===== src/rtl/ram_fifo_ctrl_if.sv =====
// Stream and RAM-port bundle for ram_fifo_ctrl.
// master = surrounding environment (producer, consumer, RAM); slave = the controller.
interface ram_fifo_ctrl_if #(
  parameter int d_width = 8,
  parameter int a_width = 4
);
  logic               wr_valid;
  logic               wr_ready;
  logic [d_width-1:0] wr_data;
  logic               rd_valid;
  logic               rd_ready;
  logic [d_width-1:0] rd_data;
  logic               ram_we;
  logic [a_width-1:0] ram_address_w;
  logic [d_width-1:0] ram_data_in;
  logic [a_width-1:0] ram_address_r;
  logic [d_width-1:0] ram_data_out;

  modport master (
    output wr_valid, wr_data, rd_ready, ram_data_out,
    input  wr_ready, rd_valid, rd_data, ram_we, ram_address_w, ram_data_in, ram_address_r
  );

  modport slave (
    input  wr_valid, wr_data, rd_ready, ram_data_out,
    output wr_ready, rd_valid, rd_data, ram_we, ram_address_w, ram_data_in, ram_address_r
  );
endinterface


===== src/rtl/ram_fifo_ctrl.sv =====
// First-word-fall-through FIFO controller around a simple dual-port RAM with a
// one-cycle registered read; a 2-entry output buffer hides the read latency.
module ram_fifo_ctrl #(
  parameter int d_width = 8,
  parameter int a_width = 4
) (
  input  logic             clk,
  input  logic             nrst,
  ram_fifo_ctrl_if.slave   bus,
  output logic [a_width+1:0] count
);

  localparam int DEPTH = 2 ** a_width;
  localparam logic [a_width:0] FULL_CNT = (a_width+1)'(DEPTH);

  logic [a_width-1:0] wptr_q, wptr_d;
  logic [a_width-1:0] rptr_q, rptr_d;
  logic [a_width:0]   ram_cnt_q, ram_cnt_d;
  logic               pend_q, pend_d;
  logic [1:0]         occ_q, occ_d;
  logic [d_width-1:0] buf_q [2];
  logic [d_width-1:0] buf_d [2];
  logic               rd_valid_q;
  logic [a_width+1:0] count_q;

  logic               wr_ready_s;
  logic               push_s;
  logic               pop_s;
  logic               fetch_s;
  logic [2:0]         room_s;
  logic [1:0]         slot_s;

  // Handshake decode and next-state computation.
  always_comb begin
    wr_ready_s = (ram_cnt_q != FULL_CNT);
    // Gated with nrst so the RAM is never written while reset is asserted.
    push_s     = bus.wr_valid & wr_ready_s & nrst;
    pop_s      = (occ_q != 2'd0) & bus.rd_ready;
    room_s     = 3'(occ_q) + 3'(pend_q) - 3'(pop_s);
    fetch_s    = (ram_cnt_q != '0) & (room_s < 3'd2);
    slot_s     = occ_q - 2'(pop_s);

    wptr_d     = push_s  ? wptr_q + a_width'(1) : wptr_q;
    rptr_d     = fetch_s ? rptr_q + a_width'(1) : rptr_q;
    ram_cnt_d  = ram_cnt_q + (a_width+1)'(push_s) - (a_width+1)'(fetch_s);
    pend_d     = fetch_s;
    occ_d      = room_s[1:0];

    buf_d[0]   = buf_q[0];
    buf_d[1]   = buf_q[1];
    if (pop_s) begin
      buf_d[0] = buf_q[1];
    end else begin
      buf_d[0] = buf_q[0];
    end
    // Arriving RAM word lands in the first free slot after this cycle's pop.
    if (pend_q) begin
      case (slot_s)
        2'd0:    buf_d[0] = bus.ram_data_out;
        2'd1:    buf_d[1] = bus.ram_data_out;
        default: buf_d[1] = buf_q[1];
      endcase
    end else begin
      buf_d[1] = buf_d[1];
    end
  end

  // State and registered outputs.
  always_ff @(posedge clk or negedge nrst) begin
    if (!nrst) begin
      wptr_q     <= '0;
      rptr_q     <= '0;
      ram_cnt_q  <= '0;
      pend_q     <= 1'b0;
      occ_q      <= 2'd0;
      buf_q[0]   <= '0;
      buf_q[1]   <= '0;
      rd_valid_q <= 1'b0;
      count_q    <= '0;
    end else begin
      wptr_q     <= wptr_d;
      rptr_q     <= rptr_d;
      ram_cnt_q  <= ram_cnt_d;
      pend_q     <= pend_d;
      occ_q      <= occ_d;
      buf_q[0]   <= buf_d[0];
      buf_q[1]   <= buf_d[1];
      rd_valid_q <= (occ_d != 2'd0);
      count_q    <= (a_width+2)'(ram_cnt_d) + (a_width+2)'(pend_d) + (a_width+2)'(occ_d);
    end
  end

  assign bus.wr_ready      = wr_ready_s;
  assign bus.rd_valid      = rd_valid_q;
  assign bus.rd_data       = buf_q[0];
  assign bus.ram_we        = push_s;
  assign bus.ram_address_w = wptr_q;
  assign bus.ram_data_in   = bus.wr_data;
  assign bus.ram_address_r = rptr_q;
  assign count             = count_q;

endmodule


===== src/flat_wrapper.sv =====
// flat-port wrapper written by rule: the top's interface ports become plain ports
module ram_fifo_ctrl_flat 
#(
  parameter int d_width = 8,
  parameter int a_width = 4
)
  (clk, nrst, count, bus_wr_valid, bus_wr_data, bus_rd_ready, bus_ram_data_out, bus_wr_ready, bus_rd_valid, bus_rd_data, bus_ram_we, bus_ram_address_w, bus_ram_data_in, bus_ram_address_r);
  ram_fifo_ctrl_if #(.d_width(d_width), .a_width(a_width)) bus_i ();
  input  logic clk;
  input  logic nrst;
  output logic [a_width+1:0] count;
  input wire logic [$bits(bus_i.wr_valid)-1:0] bus_wr_valid;
  input wire logic [$bits(bus_i.wr_data)-1:0] bus_wr_data;
  input wire logic [$bits(bus_i.rd_ready)-1:0] bus_rd_ready;
  input wire logic [$bits(bus_i.ram_data_out)-1:0] bus_ram_data_out;
  output wire logic [$bits(bus_i.wr_ready)-1:0] bus_wr_ready;
  output wire logic [$bits(bus_i.rd_valid)-1:0] bus_rd_valid;
  output wire logic [$bits(bus_i.rd_data)-1:0] bus_rd_data;
  output wire logic [$bits(bus_i.ram_we)-1:0] bus_ram_we;
  output wire logic [$bits(bus_i.ram_address_w)-1:0] bus_ram_address_w;
  output wire logic [$bits(bus_i.ram_data_in)-1:0] bus_ram_data_in;
  output wire logic [$bits(bus_i.ram_address_r)-1:0] bus_ram_address_r;
  assign bus_i.wr_valid = bus_wr_valid;
  assign bus_i.wr_data = bus_wr_data;
  assign bus_i.rd_ready = bus_rd_ready;
  assign bus_i.ram_data_out = bus_ram_data_out;
  assign bus_wr_ready = bus_i.wr_ready;
  assign bus_rd_valid = bus_i.rd_valid;
  assign bus_rd_data = bus_i.rd_data;
  assign bus_ram_we = bus_i.ram_we;
  assign bus_ram_address_w = bus_i.ram_address_w;
  assign bus_ram_data_in = bus_i.ram_data_in;
  assign bus_ram_address_r = bus_i.ram_address_r;
  ram_fifo_ctrl #(.d_width(d_width), .a_width(a_width)) u_core (.clk(clk), .nrst(nrst), .bus(bus_i), .count(count));
endmodule

===== config.mk =====
export PLATFORM = sky130hd
export DESIGN_NAME = ram_fifo_ctrl_flat
export DESIGN_NICKNAME = d
export VERILOG_FILES = /design/src/rtl/ram_fifo_ctrl_if.sv /design/src/rtl/ram_fifo_ctrl.sv /design/src/flat_wrapper.sv
export SDC_FILE = /design/constraint.sdc
export NUM_CORES = 1
export LEC_CHECK = 0
export CORE_ASPECT_RATIO = 0.7
export CORE_MARGIN = 1.5
export CORE_UTILIZATION = 45
export CTS_CLUSTER_DIAMETER = 40
export DETAILED_ROUTE_END_ITERATION = 10
export PLACE_DENSITY_LB_ADDON = 0.3
export SLEW_MARGIN = 20
export SYNTH_ARGS = -nofsm -noshare
export SYNTH_HDL_FRONTEND = slang
export SYNTH_SLANG_ARGS = --single-unit

===== constraint.sdc =====
create_clock -name clk -period 7.3 [get_ports clk]
set_clock_uncertainty 0.2 [all_clocks]
set_input_delay 1.46 -clock clk [delete_from_list [all_inputs] [get_ports clk]]
set_output_delay 1.46 -clock clk [all_outputs]
set_load 0.005 [all_outputs]

==> impl_metrics.ini <==
[worst_setup_path]
r2r_cells = 16
setup.worst_path.start = bus_rd_ready
cp-endpoint = u_core.count[4]
r2r_start = u_core.occ_q[1]
regToRegSetupSlack_ns = 2.70
worstPathArrival_ns = 5.70
crit_path_max_fanout = 7
end_kind = flip-flop
setup.worst_path.class = in2reg
crit_required_ns = 7.26
timing.rr.end = u_core.count[4]
critPathLaunchType = primary input

[clock_network]
h-tree-depth = 2
root_buffer = clkbuf_8
cts_setup_buffers = 0
hold_buffers = 0
cts_sinks = 39
clockBufferDepth = 2
cts_tree = yes
cts.repair.resized = 0
numCtsBuffers = 5
clk_pin_slew_ns = 0.07
clk_latency_ns = 0.28

[global_route]
top_usage_layer = met2
grt_max_degree = 41
grtUsageMet3_pct = 5.04
grt-ovfl-total = 0
grtUsageMet1_pct = 22.1
grt_pass1_wl_um = 5900
grt_pass1_vias = 1261
gr-usage-met2_pct = 25.5
track_usage_pct = 16.6
antenna_found_initial = 0

[floorplanning]
ios = 53
die_h_um = 58.2
dieArea_um2 = 4770
initial_core_util_pct = 48.5
die_w_um = 81.9
num_rows = 19
core_area_um2 = 4040

[logic_synthesis]
syn_inst = 163
yosysUniqueCellTypes = 29
mappedNetlistNets = 197
netlist_area_um2 = 1960
yosys_warnings = 0
synth_seq_cells = 39
avgSynthCellArea_um2 = 12.0
ys_seq_area_share_pct = 49.8

[route]
drt-vias-per-instance = 4.92
drc = 0
routed_wl_um = 3490
antenna_left = 0
drtIter0Drc = 30
routedWlPerCell_um = 14.5
via_count = 1186
drt-pass1-iter-count = 4

[timing]
post-route-min-period_ns = 5.74
setup_violations = 0
fmax_ghz = 0.174
grt_setup_unrepaired = false
worst_slew_pin_slew_ns = 0.849
hold_viol_final = 0
slew_headroom_pct = 43.4
min_period_over_period_pct = 78.7
tns_ns = 0
final_max_slew_viol_count = 0

[flow_run]
cap_violations = 0

[cells_and_area]
post_route_cells_drive_above_1_share_pct = 12.2
syn2layout_area_growth_pct = 19.1
layout_common_cells = dfrtp_1, clkdlybuf4s50_1, inv_1
fillers = 342
fin_nets = 222
layout_commonest_cell = dfrtp_1
diodes = 0

[worst_hold_path]
hold_path.class = reg2reg

[placed_design]
place.gp.congestion = 0.717
io_buffers = 36
dpl.hpwl_um = 2610

[outcome]
outcome = completed
==> flip-flops by register name (all words and copies together), names as in the netlist <==
name and flops:
u_core.buf_q 8, u_core.bus.rd_data 8, u_core.count 6, u_core.ram_cnt_q 5, u_core.bus.ram_address_r 4, u_core.bus.ram_address_w 4, u_core.occ_q 2, u_core.bus.rd_valid 1
u_core.pend_q 1
==> cell type report <==
type	instances	area (um^2)	area share (%)
inverters	13	48.8	2.09
multi-input cells	92	800	34.3
repair buffers	37	363	15.5
clock buffers	7	76.3	3.27
flip-flops and latches	39	976	41.8
well taps	52	65.1	2.79
clock inverters	1	5.00	0.214
==> cells by family (layout without fill, tap and decap cells) <==
kind of cell | after synthesis | count (layout) | share of synthesized area (%)
xor+xnor | 15 | 15 | 7.09
flops | 39 | 39 | 49.8
simple gates | 30 | 30 | 8.62
fa+ha+maj | 14 | 14 | 10.5
mux | 19 | 19 | 10.5
buf+inv | 32 | 58 | 9.39
compound gates | 14 | 14 | 4.09
==> Yosys cell counts (all sizes together) <==
| cell type | count | area (um^2) |
|---|---|---|
| nor3 | 2 | 15.0 |
| fa | 4 | 80.1 |
| mux2 | 10 | 116 |
| o21ai | 10 | 53.8 |
| nor2 | 4 | 15.0 |
| nand2 | 11 | 41.3 |
| xor2 | 7 | 68.8 |
| ha | 10 | 125 |
| a21oi | 3 | 18.8 |
| nor3b | 3 | 27.5 |
| and3 | 2 | 12.5 |
| xnor2 | 8 | 70.1 |
| dfrtp | 39 | 976 |
| nor4b | 1 | 8.76 |
| inv | 13 | 48.8 |
| nand4 | 2 | 12.5 |
| nor2b | 2 | 12.5 |
| nand2b | 2 | 12.5 |
| buf | 19 | 135 |
| a21o | 1 | 7.51 |
| mux2i | 9 | 90.1 |
| nand4bb | 1 | 11.3 |
==> through the flow <==
stage                     hold WS, ns  utilization (%)  area [um^2]  instances  worst slack (ns)
after global placement          0.263             55.7         2250        233              1.49
after detailed placement        0.270             55.7         2250        233              1.22
final                           0.282             57.7         2330        241              1.56
after floorplan                 0.268                -         1960        163              1.96
after global routing            0.313             57.7         2330        241              1.25
after CTS                       0.285             57.7         2330        241              1.54
==> layer usage <==
metal	wire (um)	vias to the layer above
met5	0	-
met4	57	0
met3	231	14
met2	1640	32
met1	1560	573
li1	-	567
==> worst min-delay path by stage <==
stage                                 from                     endpoint  slack [ns]  depth (start not counted)
6_report       u_core.bus.ram_address_w[3]  u_core.bus.ram_address_w[3]        0.28                          1
5_1_grt        u_core.bus.ram_address_w[3]  u_core.bus.ram_address_w[3]        0.31                          1
4_1_cts        u_core.bus.ram_address_w[3]  u_core.bus.ram_address_w[3]        0.29                          1
2_1_floorplan  u_core.bus.ram_address_r[3]  u_core.bus.ram_address_r[3]        0.27                          1
3_3_place_gp   u_core.bus.ram_address_r[3]  u_core.bus.ram_address_r[3]        0.26                          1
3_5_place_dp   u_core.bus.ram_address_w[3]  u_core.bus.ram_address_w[3]        0.27                          1
==> critical path, cell delays in order <==
cell	delay, ns
clkdlybuf4s50_1	0.52
o21ai_1	0.12
xnor2_1	0.18
ha_1	0.16
inv_1	0.05
fa_1	0.55
inv_1	0.11
nor3_2	0.53
ha_1	0.35
inv_1	0.06
ha_1	0.15
inv_1	0.05
fa_1	0.48
fa_1	0.47
nor3b_1	0.22
mux2i_1	0.11
xnor2_1	0.13
Power is not shown: default switching activity piles up to over one toggle a cycle in this logic, so the estimate is an artifact.
